## config.mk

```make
export PLATFORM = sky130hd
export DESIGN_NAME = fifo_rd_stream_adapter
export DESIGN_NICKNAME = d
export VERILOG_FILES = /design/src/rtl/fifo_rd_stream_adapter.sv
export SDC_FILE = /design/constraint.sdc
export NUM_CORES = 1
export LEC_CHECK = 0
export CORE_MARGIN = 2
export CORE_UTILIZATION = 56
export CTS_CLUSTER_DIAMETER = 60
export CTS_CLUSTER_SIZE = 12
export DETAILED_ROUTE_END_ITERATION = 7
export HOLD_SLACK_MARGIN = 0.12
export PLACE_DENSITY_LB_ADDON = 0.12
export SLEW_MARGIN = 20
export SYNTH_ARGS = -nofsm -noshare
export SYNTH_HDL_FRONTEND = slang
export SYNTH_SLANG_ARGS = --single-unit
```

## constraint.sdc

```tcl
create_clock -name clk -period 4.9 [get_ports clk]
set_input_delay 0.49 -clock clk [delete_from_list [all_inputs] [get_ports clk]]
set_output_delay 0.49 -clock clk [all_outputs]
set_load 0.05 [all_outputs]
```

## src/rtl/fifo_rd_stream_adapter.sv

```systemverilog
// Read-side drain stage for the async FIFO.
// Converts the FIFO's rd_en/empty/registered-data interface (1-cycle read
// latency) into a valid/ready stream, prefetching into a small circular
// buffer so the consumer can take one beat per clock.
module fifo_rd_stream_adapter #(
    parameter int DATA_WIDTH = 8,
    parameter int BUF_DEPTH  = 3,
    parameter int CNT_WIDTH  = 16,
    localparam int OCC_W     = $clog2(BUF_DEPTH + 1)
) (
    input  logic                  clk,
    input  logic                  reset_n,
    input  logic                  fifo_empty,
    input  logic [DATA_WIDTH-1:0] fifo_rd_data,
    output logic                  fifo_rd_en,
    input  logic                  flush,
    output logic                  out_valid,
    input  logic                  out_ready,
    output logic [DATA_WIDTH-1:0] out_data,
    output logic [OCC_W-1:0]      occupancy,
    output logic [CNT_WIDTH-1:0]  beat_count
);

    localparam int PTR_W = $clog2(BUF_DEPTH);
    localparam logic [PTR_W-1:0] LAST_PTR = PTR_W'(BUF_DEPTH - 1);
    localparam logic [OCC_W:0]   DEPTH_C  = (OCC_W + 1)'(BUF_DEPTH);

    logic [DATA_WIDTH-1:0] mem_q [BUF_DEPTH];
    logic [PTR_W-1:0]      head_q, head_d;
    logic [PTR_W-1:0]      tail_q, tail_d;
    logic [OCC_W-1:0]      occ_q, occ_d;
    logic                  inflight_q;
    logic [CNT_WIDTH-1:0]  beat_q, beat_d;

    logic                  push, pop;
    logic [OCC_W:0]        reserved;

    // Returning read data is dropped if a flush lands in its capture cycle.
    assign push = inflight_q & ~flush;
    assign pop  = (occ_q != '0) & out_ready;

    // Slots already held plus the one promised to an outstanding read; using
    // only registered state keeps rd_en free of any path from out_ready.
    assign reserved   = {1'b0, occ_q} + {{OCC_W{1'b0}}, inflight_q};
    assign fifo_rd_en = reset_n & ~flush & ~fifo_empty & (reserved < DEPTH_C);

    assign out_valid  = (occ_q != '0);
    assign out_data   = mem_q[head_q];
    assign occupancy  = occ_q;
    assign beat_count = beat_q;

    // Next-state for pointers, occupancy and beat counter; pointers wrap at
    // BUF_DEPTH so non-power-of-2 depths work.
    always_comb begin
        head_d = head_q;
        tail_d = tail_q;
        occ_d  = occ_q;
        beat_d = beat_q;
        if (pop) begin
            head_d = (head_q == LAST_PTR) ? '0 : head_q + PTR_W'(1);
            beat_d = beat_q + CNT_WIDTH'(1);
        end
        if (push) begin
            tail_d = (tail_q == LAST_PTR) ? '0 : tail_q + PTR_W'(1);
        end
        case ({push, pop})
            2'b10:   occ_d = occ_q + OCC_W'(1);
            2'b01:   occ_d = occ_q - OCC_W'(1);
            default: occ_d = occ_q;
        endcase
        // A handshake in the flush cycle still counts; everything held is dropped.
        if (flush) begin
            head_d = '0;
            tail_d = '0;
            occ_d  = '0;
        end
    end

    // State registers and buffer writes, synchronous active-low reset.
    always_ff @(posedge clk) begin
        if (!reset_n) begin
            head_q     <= '0;
            tail_q     <= '0;
            occ_q      <= '0;
            inflight_q <= 1'b0;
            beat_q     <= '0;
            for (int i = 0; i < BUF_DEPTH; i++) mem_q[i] <= '0;
        end else begin
            head_q     <= head_d;
            tail_q     <= tail_d;
            occ_q      <= occ_d;
            inflight_q <= fifo_rd_en;
            beat_q     <= beat_d;
            if (push) mem_q[tail_q] <= fifo_rd_data;
        end
    end

endmodule

```

# Word-level counts from Yosys, hierarchy flattened
# Memories as Yosys holds them, arrays and structs flattened. A register that Yosys moved wholly into a read port is not among the register bits.
# Cells that the tools add are included.
# op_classes
add_sub_neg	6
magnitude_cmp	1
eq_ne	4
n_mux	12
bitwise_logic	8
reduce_logical	4
# op_table
cell	count
adder 16 x 1 -> 16 bit (second input constant)	1
2-to-1 mux 2 bit	5
2-to-1 mux 8 bit	1
OR reduction 8 bit	1
adder 2 x 1 -> 2 bit (second input constant)	3
equality test 2 bit (second input constant)	3
AND 1 bit	5
2-to-1 mux 1 bit	5
one-hot mux 2 bit (2 select lines)	1
nonzero test 2 bit	2
adder 2 x 1 -> 3 bit	1
< comparator 3 x 2 -> 1 bit (second input constant)	1
NOT 1 bit	3
equality test 2 x 1 -> 1 bit (second input constant)	1
OR reduction 2 bit	1
subtractor 2 x 1 -> 2 bit (second input constant)	1
# totals
ff_bits	23
mem_bits_rw	24
input_bits	13
output_inout_bits	28
word_cells	41
mem_count	1
# mem_list
memory	words	word_bits	read_ports	rd_clocked_by_memory_dff	wr	line_no	source
mem_q	3	8	1	1	3	28	logic [DATA_WIDTH-1:0] mem_q [BUF_DEPTH];

# Logic depth before layout (Yosys ltp)
# Gate-level depths: netlist (run 1).
# logic_depth
depth_word	7
mapped_depth	5
mapped_depth_nobuf	5

# Worst setup path before layout (run 1)
# OpenSTA, ideal clock, no wires.
# synth_timing
path_type	reg2out
start	reg occ_q[0] (netlist: occupancy[0])
end	out fifo_rd_en
arrival_time_ns	3.679
setup_slack_ns	0.731
path_stages_with_launch	4
path_buffers	0
path_cell_list	dfxtp_1 ha_1 ha_1 a2111oi_0
# synth_via
elab_chain_cells	3
# synth_rtl
element	line_no	source
start, declared	31	logic [OCC_W-1:0] occ_q, occ_d;
start signal, assigned	84	occ_q <= '0;
start signal, assigned	91	occ_q <= occ_d;
adder 2 x 1 -> 3 bit	44	assign reserved = {1'b0, occ_q} + {{OCC_W{1'b0}}, inflight_q};
< comparator 3 x 2 -> 1 bit	45	assign fifo_rd_en = reset_n & ~flush & ~fifo_empty & (reserved < DEPTH_C);
AND 1 bit	45	
end, declared	15	output logic fifo_rd_en,
# Every way passes these cells.

# Final worst setup path (run 1)
# layout_timing
start	in reset_n
end	out fifo_rd_en
# layout_via
elab_chain_cells	3
# layout_rtl
element	line_no	source
start, declared	12	input logic reset_n,
AND 1 bit (3 in series)	45	
# Every way passes these cells.

==> results of run 1 <==
-- cell families (layout without fill, tap and decap cells) --
family / after synthesis / count (layout) / synth area share, %
and+or+nand+nor: 82 / 82 / 18.92
DFF: 57 / 57 / 59.56
AOI/OAI and AO/OA: 19 / 19 / 4.895
xor gates and xnor gates: 12 / 12 / 4.283
muxes: 12 / 12 / 9.026
buffers and inverters: 11 / 63 / 1.784
adders and majority gates: 3 / 3 / 1.530
-- path summary, 6_finish.rpt --
check / cells past startpoint / slack [ns] / start / end
worst min register to register: 2 / 0.50 / beat_count[15] / beat_count[15]
worst min-delay path: 2 / 0.50 / beat_count[15] / beat_count[15]
worst max register to register: 4 / 2.85 / inflight_q / mem_q[2][6]
worst max-delay path: 4 / 1.77 / reset_n / fifo_rd_en
-- synthesized netlist by cell type, types with 4 or more instances --
cell type / instances / area share, %
sky130_fd_sc_hd__nor3_1: 4 / 0.82
sky130_fd_sc_hd__xor2_1: 4 / 1.4
sky130_fd_sc_hd__nand3_1: 4 / 0.82
sky130_fd_sc_hd__edfxtp_1: 32 / 39
sky130_fd_sc_hd__nor2_1: 19 / 2.9
sky130_fd_sc_hd__nand2_1: 7 / 1.1
sky130_fd_sc_hd__and3_1: 10 / 2.5
sky130_fd_sc_hd__dfxtp_1: 25 / 20
sky130_fd_sc_hd__a21oi_1: 7 / 1.4
sky130_fd_sc_hd__nand2b_1: 4 / 1.0
sky130_fd_sc_hd__and2_1: 16 / 4.1
sky130_fd_sc_hd__o21ai_0: 4 / 0.82
sky130_fd_sc_hd__mux4_2: 8 / 7.3
sky130_fd_sc_hd__inv_1: 4 / 0.61
sky130_fd_sc_hd__xnor2_1: 8 / 2.9
-- sequential cells by signal, summed over array words and instances, names as in the netlist, named ones only --
signal and cells:
beat_count 16, tail_q 2, inflight_q 1, head_q 2, mem_q 32, occupancy 2
-- metal layers --
metal,routed length (um),share of wire (%)
met1,2008,41
met2,2591,53
met3,230,4.7
met4,47,0.96
met5,0,0
-- worst max-delay path, stage by stage --
cell and delay [ns]:
sky130_fd_sc_hd__clkdlybuf4s50_1 0.62, sky130_fd_sc_hd__nand2b_1 0.24, sky130_fd_sc_hd__a2111oi_0 0.41, sky130_fd_sc_hd__clkdlybuf4s50_1 0.89
-- report_power, final --
part           leakage, nW  total, mW  switching (mW)  internal (mW)
registers            0.522      0.517         0.00448          0.513
clock network       0.0897      0.412           0.181          0.231
logic                0.507     0.0603          0.0351         0.0253
total                 1.12      0.990           0.221          0.769
-- area by class of cell --
type / count / area share (%)
flip-flops and latches: 57 / 47.21
multi-input cells: 128 / 30.64
repair buffers: 42 / 13.42
clock buffers: 10 / 4.123
well taps: 52 / 2.102
clock inverters: 6 / 1.900
inverters: 5 / 0.6063
-- layout by cell type (no fill, tap or decap), types with 7 or more instances in the layout --
cell	instances
sky130_fd_sc_hd__dfxtp_1	25
sky130_fd_sc_hd__clkbuf_8	9
sky130_fd_sc_hd__nor2_1	19
sky130_fd_sc_hd__a21oi_1	7
sky130_fd_sc_hd__xnor2_1	8
sky130_fd_sc_hd__mux4_2	8
sky130_fd_sc_hd__and2_1	16
sky130_fd_sc_hd__edfxtp_1	32
sky130_fd_sc_hd__and3_1	10
sky130_fd_sc_hd__clkdlybuf4s50_1	40
sky130_fd_sc_hd__nand2_1	7
==> impl_metrics.ini, run 1 <==
[placement]
pre_cts_slack_ns = 1.757
dpl.hpwl_mm = 3.384
place.gp.congestion = 0.7837
dp.cells = 284
port_buffers = 40
post_detailed_placement_cell_area_um2 = 2909

[cts]
cts_tree = yes
ctsHtreeMaxLevel = 3
clk_transition_reported_paths_ns = 0.06
cts.repair_timing.setup_buffer_count = 0
cts-root-buf = sky130_fd_sc_hd__clkbuf_8
clock_tree.buffer_depth = 2
cts_resized = 0
cts_hold_repair.buffers = 0
cts_buffers = 9
cts_num_sinks = 57
later_pin_clock_latency_in_the_skew_report_ns = 0.33

[cells_and_area]
regArea_um2 = 1461
multiInputGateArea_um2 = 948.4
final_core_util_pct = 72.09
final-instance-count-excl-fill = 300
diodes = 0
flow.area_growth_from_synthesis_pct = 26.16
final_layout_size_suffix_gt1_share_pct = 13.31
nFillCells = 291
design_area_um2 = 3095
finalNetCount = 259

[pwr]
design_power_total_mw = 0.9899
power.density_cell_area_nw_per_um2 = 319.8
irDropWorstVdd_v = 0.0001820
p_leak_nw = 1.118

[logic_synthesis]
ys.flop_type = sky130_fd_sc_hd__edfxtp_1
synth.ff_latch_count = 57
synth_area_um2 = 2454
synth_nets = 212
synth.lib_cells_used.distinct = 37
syn-instance-count = 196
synth_warnings = 0
synth_area_per_cell_um2 = 12.52
number_of_enable_type_register_cells_in_the_synthesized_netlist = 32
sequential_cell_area_fraction_in_the_yosys_report_pct = 59.56
synthArstFlopShare_pct = 0

[timing]
report.final.setup_viol = 0
holdWs_ns = 0.4979
fmax_ghz = 0.3193
timing_hold_violations_final = 0
slew-limit-headroom_pct = 27.83
rsz0062_at_grt = no
final.period_utilization_pct = 63.92
fin_setup_tns_ns = 0
maximum_clock_skew_at_final_layout_ns = 0.007546
finalWorstSetupSlack_ns = 1.768
post_route_minimum_period_ns = 3.132
finalMaxSlewViolations = 0
worst_slew_pin_slew_ns = 1.075

[setup_path]
timing.setup.critical_path_class = input port to primary output
worstPathArrival_ns = 2.64
maximum_fanout_count_along_the_critical_path = 8
critPathCaptureType = primary output
cp_launch_type = input port
critical_path_required_ns = 4.41

[global_routing]
grt_antenna_before_repair = 0
met3_layer_usage_reported_by_global_route_pct = 5.772
global_routing_met2_resource_utilization_pct = 38.52
grt_max_degree = 18
grt_overflow = 0
grt_util_all_layers_pct = 22.02
globalRoute.busiestLayer = met2
grt_util_met1_pct = 25.78
grt_pass1_wl_mm = 8.293
grt_pass1_vias = 1777

[drt]
vias = 1673
detail_route.wirelength_mm = 4.878
drcViolationCount = 0
detailedRoute.firstIterationViolations = 92
drt_pre_antenna_iters = 4
route.antenna.remaining_nets = 0
vias_per_cell = 5.577
drt-wirelength-per-cell_um = 16.26

[floorplan]
die_w_um = 70.19
floorplan.core_area_um2 = 4294
fp-row-count = 24
floorplan.die_area_um2 = 4927
initial_utilization_pct = 57.14
io_pins = 41
die_height_um = 70.19

[min_path]
min-delay-path-class = flop to flop

[outcome]
outcome = completed

[job]
maxCapViolations = 0
Note: power is estimated with default switching activity, not from simulation.
==> run 2: changes to the inputs <==
CORE_UTILIZATION = 52   (was 56)
clock period = 2.92 ns   (was 4.9 ns; I/O delays follow)
==> impl_metrics.ini, run 2 (synthesis results as in run 1) <==
[outcome]
outcome = completed

[timing]
final.period_utilization_pct = 88.94
finalMaxSlewViolations = 0
fin_setup_tns_ns = 0
report.final.setup_viol = 0
maximum_clock_skew_at_final_layout_ns = 0.008317
rsz0062_at_grt = no
slew-limit-headroom_pct = 58.24
fmax_ghz = 0.3851
post_route_minimum_period_ns = 2.597
timing_hold_violations_final = 0
finalWorstSetupSlack_ns = 0.3230
worst_slew_pin_slew_ns = 0.6240

[cells_and_area]
largest_reg_flops = 32
nFillCells = 326
diodes = 0
registers.top_by_ff_count = mem_q
finalNetCount = 262
final_common_cell = sky130_fd_sc_hd__clkdlybuf4s50_1
most_frequent_cells_in_the_layout = sky130_fd_sc_hd__clkdlybuf4s50_1, sky130_fd_sc_hd__edfxtp_1, sky130_fd_sc_hd__dfxtp_1
final_layout_size_suffix_gt1_share_pct = 15.14
flow.area_growth_from_synthesis_pct = 29.17

[setup_path]
timing.setup.critical_path_class = flop to primary output
worstPathArrival_ns = 2.31
cp_launch_type = flop
critical_path_required_ns = 2.63
maximum_fanout_count_along_the_critical_path = 8
critPathCaptureType = primary output

[min_path]
min-delay-path-class = flop to flop

[drt]
drt_pre_antenna_iters = 4
drt-wirelength-per-cell_um = 17.10
vias = 1728
route.antenna.remaining_nets = 0
drcViolationCount = 0
detail_route.wirelength_mm = 5.182
detailedRoute.firstIterationViolations = 116
vias_per_cell = 5.703

[global_routing]
grt_pass1_vias = 1709
grt_pass1_wl_mm = 8.293
grt_util_all_layers_pct = 21.82
grt_antenna_before_repair = 0
grt_max_degree = 18
grt_overflow = 0

[floorplan]
fp-row-count = 24
initial_utilization_pct = 55.21
io_pins = 41
floorplan.core_area_um2 = 4444
die_height_um = 72.69
die_w_um = 72.69
floorplan.die_area_um2 = 5284

[cts]
cts_buffers = 9
cts_tree = yes
cts-root-buf = sky130_fd_sc_hd__clkbuf_8
cts.repair_timing.setup_buffer_count = 0
cts_resized = 0
later_pin_clock_latency_in_the_skew_report_ns = 0.33
cts_num_sinks = 57
cts_hold_repair.buffers = 0
clock_tree.buffer_depth = 2
ctsHtreeMaxLevel = 3
clk_transition_reported_paths_ns = 0.06

[placement]
pre_cts_slack_ns = 0.5284
port_buffers = 40
place.gp.congestion = 0.7882
dpl.hpwl_mm = 3.566

[pwr]
power.density_cell_area_nw_per_um2 = 581.9
p_leak_nw = 1.160
irDropWorstVdd_v = 0.0004514

[job]
maxCapViolations = 0
-- run 2: final cells by class --
cell class	count	area, um2	share of cell area (%)
clock buffer	10	127.6	4.027
clock inverter	6	106.4	3.356
timing repair buffer	45	435.4	13.74
inverter	5	18.77	0.5922
sequential	57	1461	46.11
tap	52	65.06	2.053
multi-input combinational	128	954.7	30.12
-- run 2: path summary, 6_finish.rpt --
| kind | from | endpoint | slack (ns) | depth (start not counted) |
|---|---|---|---|---|
| setup / recovery | flop | out_data[5] | 0.32 | 2 |
| hold / removal | beat_count[15] | beat_count[15] | 0.50 | 2 |
| setup reg to reg | inflight_q | mem_q[2][3] | 1.00 | 5 |
| hold reg to reg | beat_count[15] | beat_count[15] | 0.50 | 2 |
-- run 2: worst max-delay path: stages (launching register included) --
cell	delay (ns)
sky130_fd_sc_hd__dfxtp_1	0.67
sky130_fd_sc_hd__mux4_2	0.59
sky130_fd_sc_hd__clkdlybuf4s50_1	0.72
-- run 2: report_power, final --
group / total [mW] / internal [mW] / switching [mW]
logic: 0.104 / 0.0432 / 0.0609
registers: 0.869 / 0.861 / 0.00785
clock network: 0.872 / 0.562 / 0.309
-- run 2: per-stage QoR --
step / util (%) / instances / instance area, um2 / total power [mW] / hold slack [ns]
after floorplan: - / 196 / 2460 / 0.9414 / 0.3751
after global placement: 66.05 / 287 / 2935 / 0.9873 / 0.4613
after detailed placement: 66.05 / 287 / 2935 / 0.9898 / 0.4919
after CTS: 71.31 / 303 / 3169 / 1.850 / 0.5018
after global routing: 71.31 / 303 / 3169 / 1.894 / 0.5142
final: 71.31 / 303 / 3169 / 1.844 / 0.5007
-- run 2: per-layer routing --
layer	vias up	global-route usage [%]	share of wire, %
met5	-	0	0
met4	0	13.79	2.7
met3	11	5.249	4.6
met2	49	33.94	49
met1	838	27.38	44
li1	830	-	-
